### src/rtl/mover_2d_stream_source.sv
// mover_2d_stream_source
//   Reads a WIDTH x HEIGHT window from a synchronous-read memory, row-major,
//   and presents it as a valid/ready stream to the activation/mover pipeline.
//
//   Optional feature macro: MOVER_2D_SOURCE_STRIDE_EN
//     defined   : row r starts at SRC_ADDR + r*STRIDE
//     undefined : rows are contiguous (row r starts at SRC_ADDR + r*WIDTH),
//                 and STRIDE is ignored
//
//   Ports
//     RESET_N, CLK             async active-low reset, clock
//     GO / BUSY / DONE         start pulse, transfer in progress, 1-cycle end pulse
//     SRC_ADDR, WIDTH, HEIGHT,
//     STRIDE                   window description, latched on an accepted GO
//     MEM_RD_EN, MEM_ADDR,
//     MEM_DATA                 memory read port; data returns one cycle after read
//     OUT_READY, OUT_VALID,
//     OUT_DATA, OUT_USER,
//     OUT_LAST                 output stream; OUT_USER[0] = end of row,
//                              OUT_LAST = end of frame
module mover_2d_stream_source #(
  parameter int DATA_WIDTH = 32,
  parameter int USER_WIDTH = DATA_WIDTH/8,
  parameter int ADDR_WIDTH = 16,
  parameter int CNT_WIDTH  = 12
) (
  input  logic                  RESET_N,
  input  logic                  CLK,
  input  logic                  GO,
  output logic                  BUSY,
  output logic                  DONE,
  input  logic [ADDR_WIDTH-1:0] SRC_ADDR,
  input  logic [CNT_WIDTH-1:0]  WIDTH,
  input  logic [CNT_WIDTH-1:0]  HEIGHT,
  input  logic [ADDR_WIDTH-1:0] STRIDE,
  output logic                  MEM_RD_EN,
  output logic [ADDR_WIDTH-1:0] MEM_ADDR,
  input  logic [DATA_WIDTH-1:0] MEM_DATA,
  input  logic                  OUT_READY,
  output logic                  OUT_VALID,
  output logic [DATA_WIDTH-1:0] OUT_DATA,
  output logic [USER_WIDTH-1:0] OUT_USER,
  output logic                  OUT_LAST
);

  typedef enum logic [1:0] {IDLE, RUN, DRAIN} state_e;

  typedef struct packed {
    logic [DATA_WIDTH-1:0] data;
    logic                  eol;
    logic                  last;
  } beat_t;

  state_e                state_q, state_d;

  // Latched window and read walker
  logic [ADDR_WIDTH-1:0] addr_q;
  logic [ADDR_WIDTH-1:0] row_base_q;
  logic [ADDR_WIDTH-1:0] step_q;
  logic [CNT_WIDTH-1:0]  width_q, height_q;
  logic [CNT_WIDTH-1:0]  col_q, row_q;

  // Read in flight: its row/frame markers travel alongside it
  logic                  inflight_q;
  logic                  tag_eol_q, tag_last_q;

  // 2-entry output buffer
  beat_t                 buf_q [2];
  logic                  wptr_q, rptr_q;
  logic [1:0]            cnt_q;

  logic                  done_q;

  logic                  go_ok, go_zero;
  logic                  pop, final_pop, rd_en;
  logic                  col_end, frame_end;
  logic [1:0]            occ_net;
  beat_t                 head;

`ifndef MOVER_2D_SOURCE_STRIDE_EN
  logic                  stride_unused;
  assign stride_unused = ^STRIDE;
`endif

  assign go_ok   = (state_q == IDLE) && GO && (WIDTH != '0) && (HEIGHT != '0);
  assign go_zero = (state_q == IDLE) && GO && ((WIDTH == '0) || (HEIGHT == '0));

  assign head      = buf_q[rptr_q];
  assign OUT_VALID = (cnt_q != 2'd0);
  assign OUT_DATA  = head.data;
  assign OUT_USER  = USER_WIDTH'(head.eol);
  assign OUT_LAST  = head.last;
  assign DONE      = done_q;
  assign MEM_ADDR  = addr_q;

  assign pop       = OUT_VALID && OUT_READY;
  assign final_pop = pop && head.last;

  // Occupancy counted after this cycle's pop, so a drained slot can be
  // refilled in the same cycle and the stream keeps one beat per cycle.
  assign occ_net   = cnt_q - 2'(pop) + 2'(inflight_q);

  assign col_end   = (col_q == width_q - CNT_WIDTH'(1));
  assign frame_end = col_end && (row_q == height_q - CNT_WIDTH'(1));

  always_comb begin
    state_d   = state_q;
    rd_en     = 1'b0;
    BUSY      = 1'b0;
    MEM_RD_EN = 1'b0;
    case (state_q)
      IDLE: begin
        if (go_ok) state_d = RUN;
      end
      RUN: begin
        BUSY  = 1'b1;
        rd_en = (occ_net < 2'd2);
        if (rd_en && frame_end) state_d = DRAIN;
      end
      DRAIN: begin
        BUSY = 1'b1;
        if (final_pop) state_d = IDLE;
      end
      default: state_d = IDLE;
    endcase
    MEM_RD_EN = rd_en;
  end

  always_ff @(posedge CLK or negedge RESET_N) begin
    if (!RESET_N) state_q <= IDLE;
    else          state_q <= state_d;
  end

  always_ff @(posedge CLK or negedge RESET_N) begin
    if (!RESET_N) begin
      addr_q     <= '0;
      row_base_q <= '0;
      step_q     <= '0;
      width_q    <= '0;
      height_q   <= '0;
      col_q      <= '0;
      row_q      <= '0;
      inflight_q <= 1'b0;
      tag_eol_q  <= 1'b0;
      tag_last_q <= 1'b0;
      for (int i = 0; i < 2; i++) buf_q[i] <= '0;
      wptr_q     <= 1'b0;
      rptr_q     <= 1'b0;
      cnt_q      <= 2'd0;
      done_q     <= 1'b0;
    end else begin
      done_q     <= go_zero || final_pop;
      inflight_q <= rd_en;
      if (rd_en) begin
        tag_eol_q  <= col_end;
        tag_last_q <= frame_end;
      end

      if (go_ok) begin
        addr_q     <= SRC_ADDR;
        row_base_q <= SRC_ADDR;
        width_q    <= WIDTH;
        height_q   <= HEIGHT;
        col_q      <= '0;
        row_q      <= '0;
`ifdef MOVER_2D_SOURCE_STRIDE_EN
        step_q     <= STRIDE;
`else
        step_q     <= ADDR_WIDTH'(WIDTH);
`endif
      end else if (rd_en) begin
        if (col_end) begin
          col_q      <= '0;
          row_q      <= row_q + CNT_WIDTH'(1);
          row_base_q <= row_base_q + step_q;
          addr_q     <= row_base_q + step_q;
        end else begin
          col_q  <= col_q + CNT_WIDTH'(1);
          addr_q <= addr_q + ADDR_WIDTH'(1);
        end
      end

      if (inflight_q) begin
        buf_q[wptr_q] <= '{data: MEM_DATA, eol: tag_eol_q, last: tag_last_q};
        wptr_q        <= ~wptr_q;
      end
      if (pop) rptr_q <= ~rptr_q;
      cnt_q <= cnt_q + 2'(inflight_q) - 2'(pop);
    end
  end

endmodule

### config.mk
export PLATFORM = sky130hd
export DESIGN_NAME = mover_2d_stream_source
export DESIGN_NICKNAME = d
export VERILOG_FILES = /design/src/rtl/mover_2d_stream_source.sv
export SDC_FILE = /design/constraint.sdc
export NUM_CORES = 1
export LEC_CHECK = 0
export CAP_MARGIN = 40
export CORE_ASPECT_RATIO = 0.6
export CORE_MARGIN = 2
export CORE_UTILIZATION = 52
export DETAILED_ROUTE_END_ITERATION = 12
export PLACE_DENSITY_LB_ADDON = 0.3
export RECOVER_POWER = 100
export SETUP_SLACK_MARGIN = 0.15
export SYNTH_ARGS = -nofsm -noshare
export SYNTH_HDL_FRONTEND = slang
export SYNTH_SLANG_ARGS = --single-unit
### constraint.sdc
create_clock -name CLK -period 4.5 [get_ports CLK]
set_input_delay 0.9 -clock CLK [delete_from_list [all_inputs] [get_ports CLK]]
set_output_delay 0.9 -clock CLK [all_outputs]
set_load 0.02 [all_outputs]
**After elaboration in Yosys (flattened, before gate mapping)**

Index checks and enable logic that the tools add are counted.

- Logic and storage cells: 91
- Register bits: 158
- Input port bits: 92
- Output and inout bits: 57

- Bitwise operators: 4
- Reduce and logical (&&, ||, !) cells: 22
- Eq/ne operators: 7
- Add/subtract/negate cells: 10
- $lt $le $gt $ge: 4
- Mux-type cells: 24

Operators with widths:

| kind | number |
|---|---|
| $mux 34 | 4 |
| $mux 16 | 6 |
| $mux 12 | 6 |
| $bwmux 68 | 1 |
| $demux 34 s1 | 1 |
| $add 12x1->12 const B | 2 |
| $eq 12x12->1 | 2 |
| $logic_not 12->1 | 2 |
| $reduce_bool 12->1 | 2 |
| $sub 12x1->12 const B | 2 |
| $add 16x1->16 const B | 1 |
| $add 16x12->16 | 1 |
| $logic_and 1x1->1 | 9 |
| $mux 2 | 3 |
| $ne 2x2->1 const B | 3 |
| $pmux 2 s3 | 1 |
| $reduce_bool 2->1 | 3 |
| $add 2x1->2 | 2 |
| $ge 2x2->1 const B | 2 |
| $not 1->2 | 2 |
| $sub 2x1->2 | 2 |
| $reduce_and 3->1 | 1 |
| $eq 2x1->1 const B | 1 |
| $eq 2x2->1 const B | 1 |
| 8 further kinds | 11 |

**Logic depth before layout (Yosys ltp)**

- Depth in word-level cells: 8
- Mapped depth: 16
- Gate-level depth less buffers: 14

**Worst setup path before layout**

Ideal clock, no wire load.

- Kind: input-to-output
- From: in OUT_READY
- To: out MEM_RD_EN
- Setup slack: 617 ps
- Data required time: 3600 ps
- Arrival time: 2983 ps
- Stages: 11
- Path buffers: 3
- Cell sequence: and2_1 > ha_1 > inv_1 > ha_1 > xor2_1 > xnor2_1 > nand2_1 > clkbuf_1 > inv_1 > clkbuf_1 > clkbuf_1

- Word-level cells in the longest chain between the ends: 5

Ends and longest elaborated chain:

| what | RTL line | source |
|---|---|---|
| start: declaration | 39 | `input logic OUT_READY,` |
| $logic_and 1x1->1 | 96 | `assign pop = OUT_VALID && OUT_READY;` |
| $sub 2x1->2 | 101 | `assign occ_net = cnt_q - 2'(pop) + 2'(inflight_q);` |
| $add 2x1->2 | 101 |  |
| $lt 2x2->1 | 117 | `rd_en = (occ_net < 2'd2);` |
| $mux 1 | 111 | `case (state_q)` |
| end: declaration | 36 | `output logic MEM_RD_EN,` |

No other way between the ends.

**Worst setup path in the final report**

- From: reg step_q[1]
- To: reg addr_q[6], in the netlist MEM_ADDR[6]

- Word-level cells in the longest chain between the ends: 5
- Elaborated cells on any way between the ends: 6
- Classes of those cells: add/sub: 2; eq/ne: 1; mux: 3

Ends and longest elaborated chain:

| what | RTL line | source |
|---|---|---|
| start: declaration | 59 | `logic [ADDR_WIDTH-1:0] step_q;` |
| start signal: assignment | 169 | `step_q <= ADDR_WIDTH'(WIDTH);` |
| $sub 12x1->12 | n/a |  |
| $eq 12x12->1 | n/a |  |
| $mux 16 (*) | 172 | `if (col_end) begin` |
| $mux 16 (*) | 171 | `end else if (rd_en) begin` |
| $mux 16 (*) | 159 | `if (go_ok) begin` |
| end signal: assignment | 176 | `addr_q <= row_base_q + step_q;` |
| end signal: assignment | 179 | `addr_q <= addr_q + ADDR_WIDTH'(1);` |
| end: declaration | 57 | `logic [ADDR_WIDTH-1:0] addr_q;` |

Every way passes the cells marked *; elsewhere a longest branch is shown, timed or not. The select of a mux whose other input is x is not followed.
A chain may end at the register's enable or synchronous reset.

==> results.cfg <==
[power_and_ir_drop]
finalPower_mw = 8.12
p_int_mw = 4.71
power.density_mw_per_mm2 = 752
p_clk_share_pct = 17.7
ir_drop_uv = 422
power_switching_mw = 3.41
p_seq_share_pct = 31.3
p_comb_share_pct = 51.0
netSwitchingFraction_pct = 42.0
leakage_nw = 4.63

[critical_path]
cp_max_fo = 14
crit_family = simple AND/OR/NAND/NOR gates
worstSetupStartpointType = flip-flop
critPathMaxStageDelay_ns = 0.70
critPathSlowestCell = nor2_1
end_kind = flip-flop
crit_chain = inv_1, ha_1, nor3b_1, nand3_2, o41ai_1, o21ai_1, nor2_1, clkbuf_1, mux2i_1, a211oi_1, o21ai_0
path_buf_inv = 2
path_class = flip-flop to flip-flop
crit_arrival_ns = 4.54
crit_required_ns = 4.80

[die]
die_h_microns = 105
core_area_sq_mm = 0.0164
rows = 36
dieArea_sq_mm = 0.0181
io_pins = 149
die_w_microns = 172
start_util_pct = 53.7

[clock_tree]
post_cts_buffers = 0
h-tree-depth = 4
holdBufCountCts = 0
clkTransAtPathRegs_ns = 0.07
clock_sinks = 158
clk_latency_ns = 0.43
clockBufferDepth = 2
cts-root-buf = clkbuf_16
cts_tree = yes
cts_inserted_buffers = 17
ctsResizeCount = 0

[timing]
slew_headroom_pct = -99.6
whs_ns = 0.500
setup_viol = 0
rsz0062_at_grt = no
fin_crit_sh_pct = 94.1
drv_slew = 91
worst_pin_slew_ns = 2.99
tns_ns = 0
setup_slack_ns = 0.264
final_hold_viol_count = 0
min_period_ns = 4.24
fmax_mhz = 236
fin_skew_ns = 0.0138

[synthesis]
synth_cell_types = 77
synth_edf_count = 0
synth_cells = 868
ys.flop_type = dfrtp_1
yosysSeqAreaShare_pct = 44.8
synth_area_per_cell_sq_um = 10.2
synthesis.area_sq_mm = 0.00883
ys_seq_elements = 158
yosys_warnings = 0
ys_async_sr_fraction_pct = 100

[final_layout]
antennaDiodeCount = 0
final_util_pct = 65.7
mostFrequentLayoutCell = dfrtp_1
layout.nets = 1101
area_delta_synth_final_pct = 22.4
drive_gt1_share_pct = 16.3
finalNonFillerCells = 1227
layout_common_cells = dfrtp_1 (158), nand2_1 (112), mux2_2 (102)
design_area_sq_mm = 0.0108
fillCellCount = 1324

[placed_design]
dp_slack_ns = 0.411
gp_congestion = 0.874
portBuffers = 129
dp_cells = 1195
hpwl_microns = 16200
placed_area_sq_mm = 0.0103

[routing]
viasPerCell = 5.72
drt_iter0_markers = 523
drc = 0
vias = 7013
antenna_left = 0
routed_wl_microns = 22400
drt_first_pass_iters = 5
post_drt_wl_per_cell_microns = 18.3

[global_routing]
grt_pass1_wl_microns = 36300
groute.usage.overall_pct = 25.7
antenna_found_initial = 0
globalRouteOverflowTotal = 0
grt_pass1_vias = 6755
grt_max_degree = 57

[status]
violations = capacitance limit, slew limit
status = finished, violations left

[min_path]
hold_class = flip-flop to flip-flop

[job]
drv_cap = 2
-- cell families after synthesis --
logic type                 after synthesis  synth area share [%]
adders and majority gates               23                  3.34
and+or+nand+nor                        301                  17.0
xor gates and xnor gates                71                  7.13
DFF                                    158                  44.8
muxes                                  110                  13.9
AOI/OAI and AO/OA                      135                  10.3
buffers and inverters                   69                  3.50
other                                    1                0.0425
-- path summary, 6_finish.rpt --
path,from,endpoint,slack (ns),cells past startpoint
max,step_q[1]$_DFFE_PN0P_,MEM_ADDR[6]$_DFFE_PN0P_,0.26,11
min,buf_q[12]$_DFFE_PN0P_,buf_q[12]$_DFFE_PN0P_,0.50,1
max reg2reg,step_q[1]$_DFFE_PN0P_,MEM_ADDR[6]$_DFFE_PN0P_,0.26,11
min reg2reg,buf_q[12]$_DFFE_PN0P_,buf_q[12]$_DFFE_PN0P_,0.50,1
max in group asynchronous,RESET_N,buf_q[7]$_DFFE_PN0P_,0.86,2
min in group asynchronous,RESET_N,row_base_q[11]$_DFFE_PN0P_,1.44,1
-- registers in the layout, indices dropped and copies added (netlist names) --
register	count
inflight_q	1
DONE	1
wptr_q	1
step_q	12
col_q	12
tag_last_q	1
row_base_q	16
MEM_ADDR	16
buf_q	68
row_q	12
height_q	12
rptr_q	1
cnt_q	2
state_q	2
tag_eol_q	1
-- power groups by stage --
| stage | registers, mW | logic [mW] | clock network (mW) |
|---|---|---|---|
| after floorplan | 2.43 | 2.96 | 0 |
| after global placement | 2.54 | 4.18 | 0 |
| after detailed placement | 2.56 | 4.28 | 0 |
| after CTS | 2.55 | 4.30 | 1.45 |
| after global routing | 2.62 | 4.53 | 1.52 |
| final | 2.55 | 4.14 | 1.43 |
-- per-layer routing --
| layer | routed length, microns | GRT usage (%) |
|---|---|---|
| met4 | 197 | 5.46 |
| met1 | 11000 | 39.0 |
| met2 | 9880 | 37.6 |
| met5 | 0 | 0 |
| met3 | 1340 | 5.57 |
-- cells in the mapped netlist (5+ instances only) --
cell type  number  area (sq um)
o21ai_0        32           160
or3_1           9          56.3
inv_1          22          82.6
mux2_2        103          1160
nor3b_1         5          37.5
a21oi_1        25           125
nand3_1        24           120
xnor2_1        35           307
ha_1           22           275
buf_4           6          45.0
o21a_1          8          60.1
nand4_1        13          81.3
a211oi_1       10          75.1
and3_1         15          93.8
nand2_1       111           417
nor4_1         12          75.1
xor2_1         35           307
o22ai_1         5          31.3
nor2_1         66           248
mux2i_1         7          70.1
a31oi_1        12          75.1
dfrtp_1       158          3950
nor3_1         10          50.1
clkbuf_1       31           116
-- final cells by class --
class,count,area (sq um),share of cell area (%)
Sequential cell,158,3950,36.6
Multi-Input combinational cell,643,4540,42.0
Clock buffer,19,453,4.19
Timing Repair Buffer,144,1360,12.6
Tap cell,228,285,2.64
Inverter,22,82.6,0.764
Clock inverter,13,129,1.19
-- worst reg2reg max path, delay by kind of cell (launching register included) --
family,cells,cell delay (ns)
compound gates,4,1.14
fa+ha+maj,1,0.24
buf+inv,2,0.83
flops,1,0.42
mux,1,0.18
simple gates,3,1.30
Note: power is estimated with default switching activity, not from simulation.
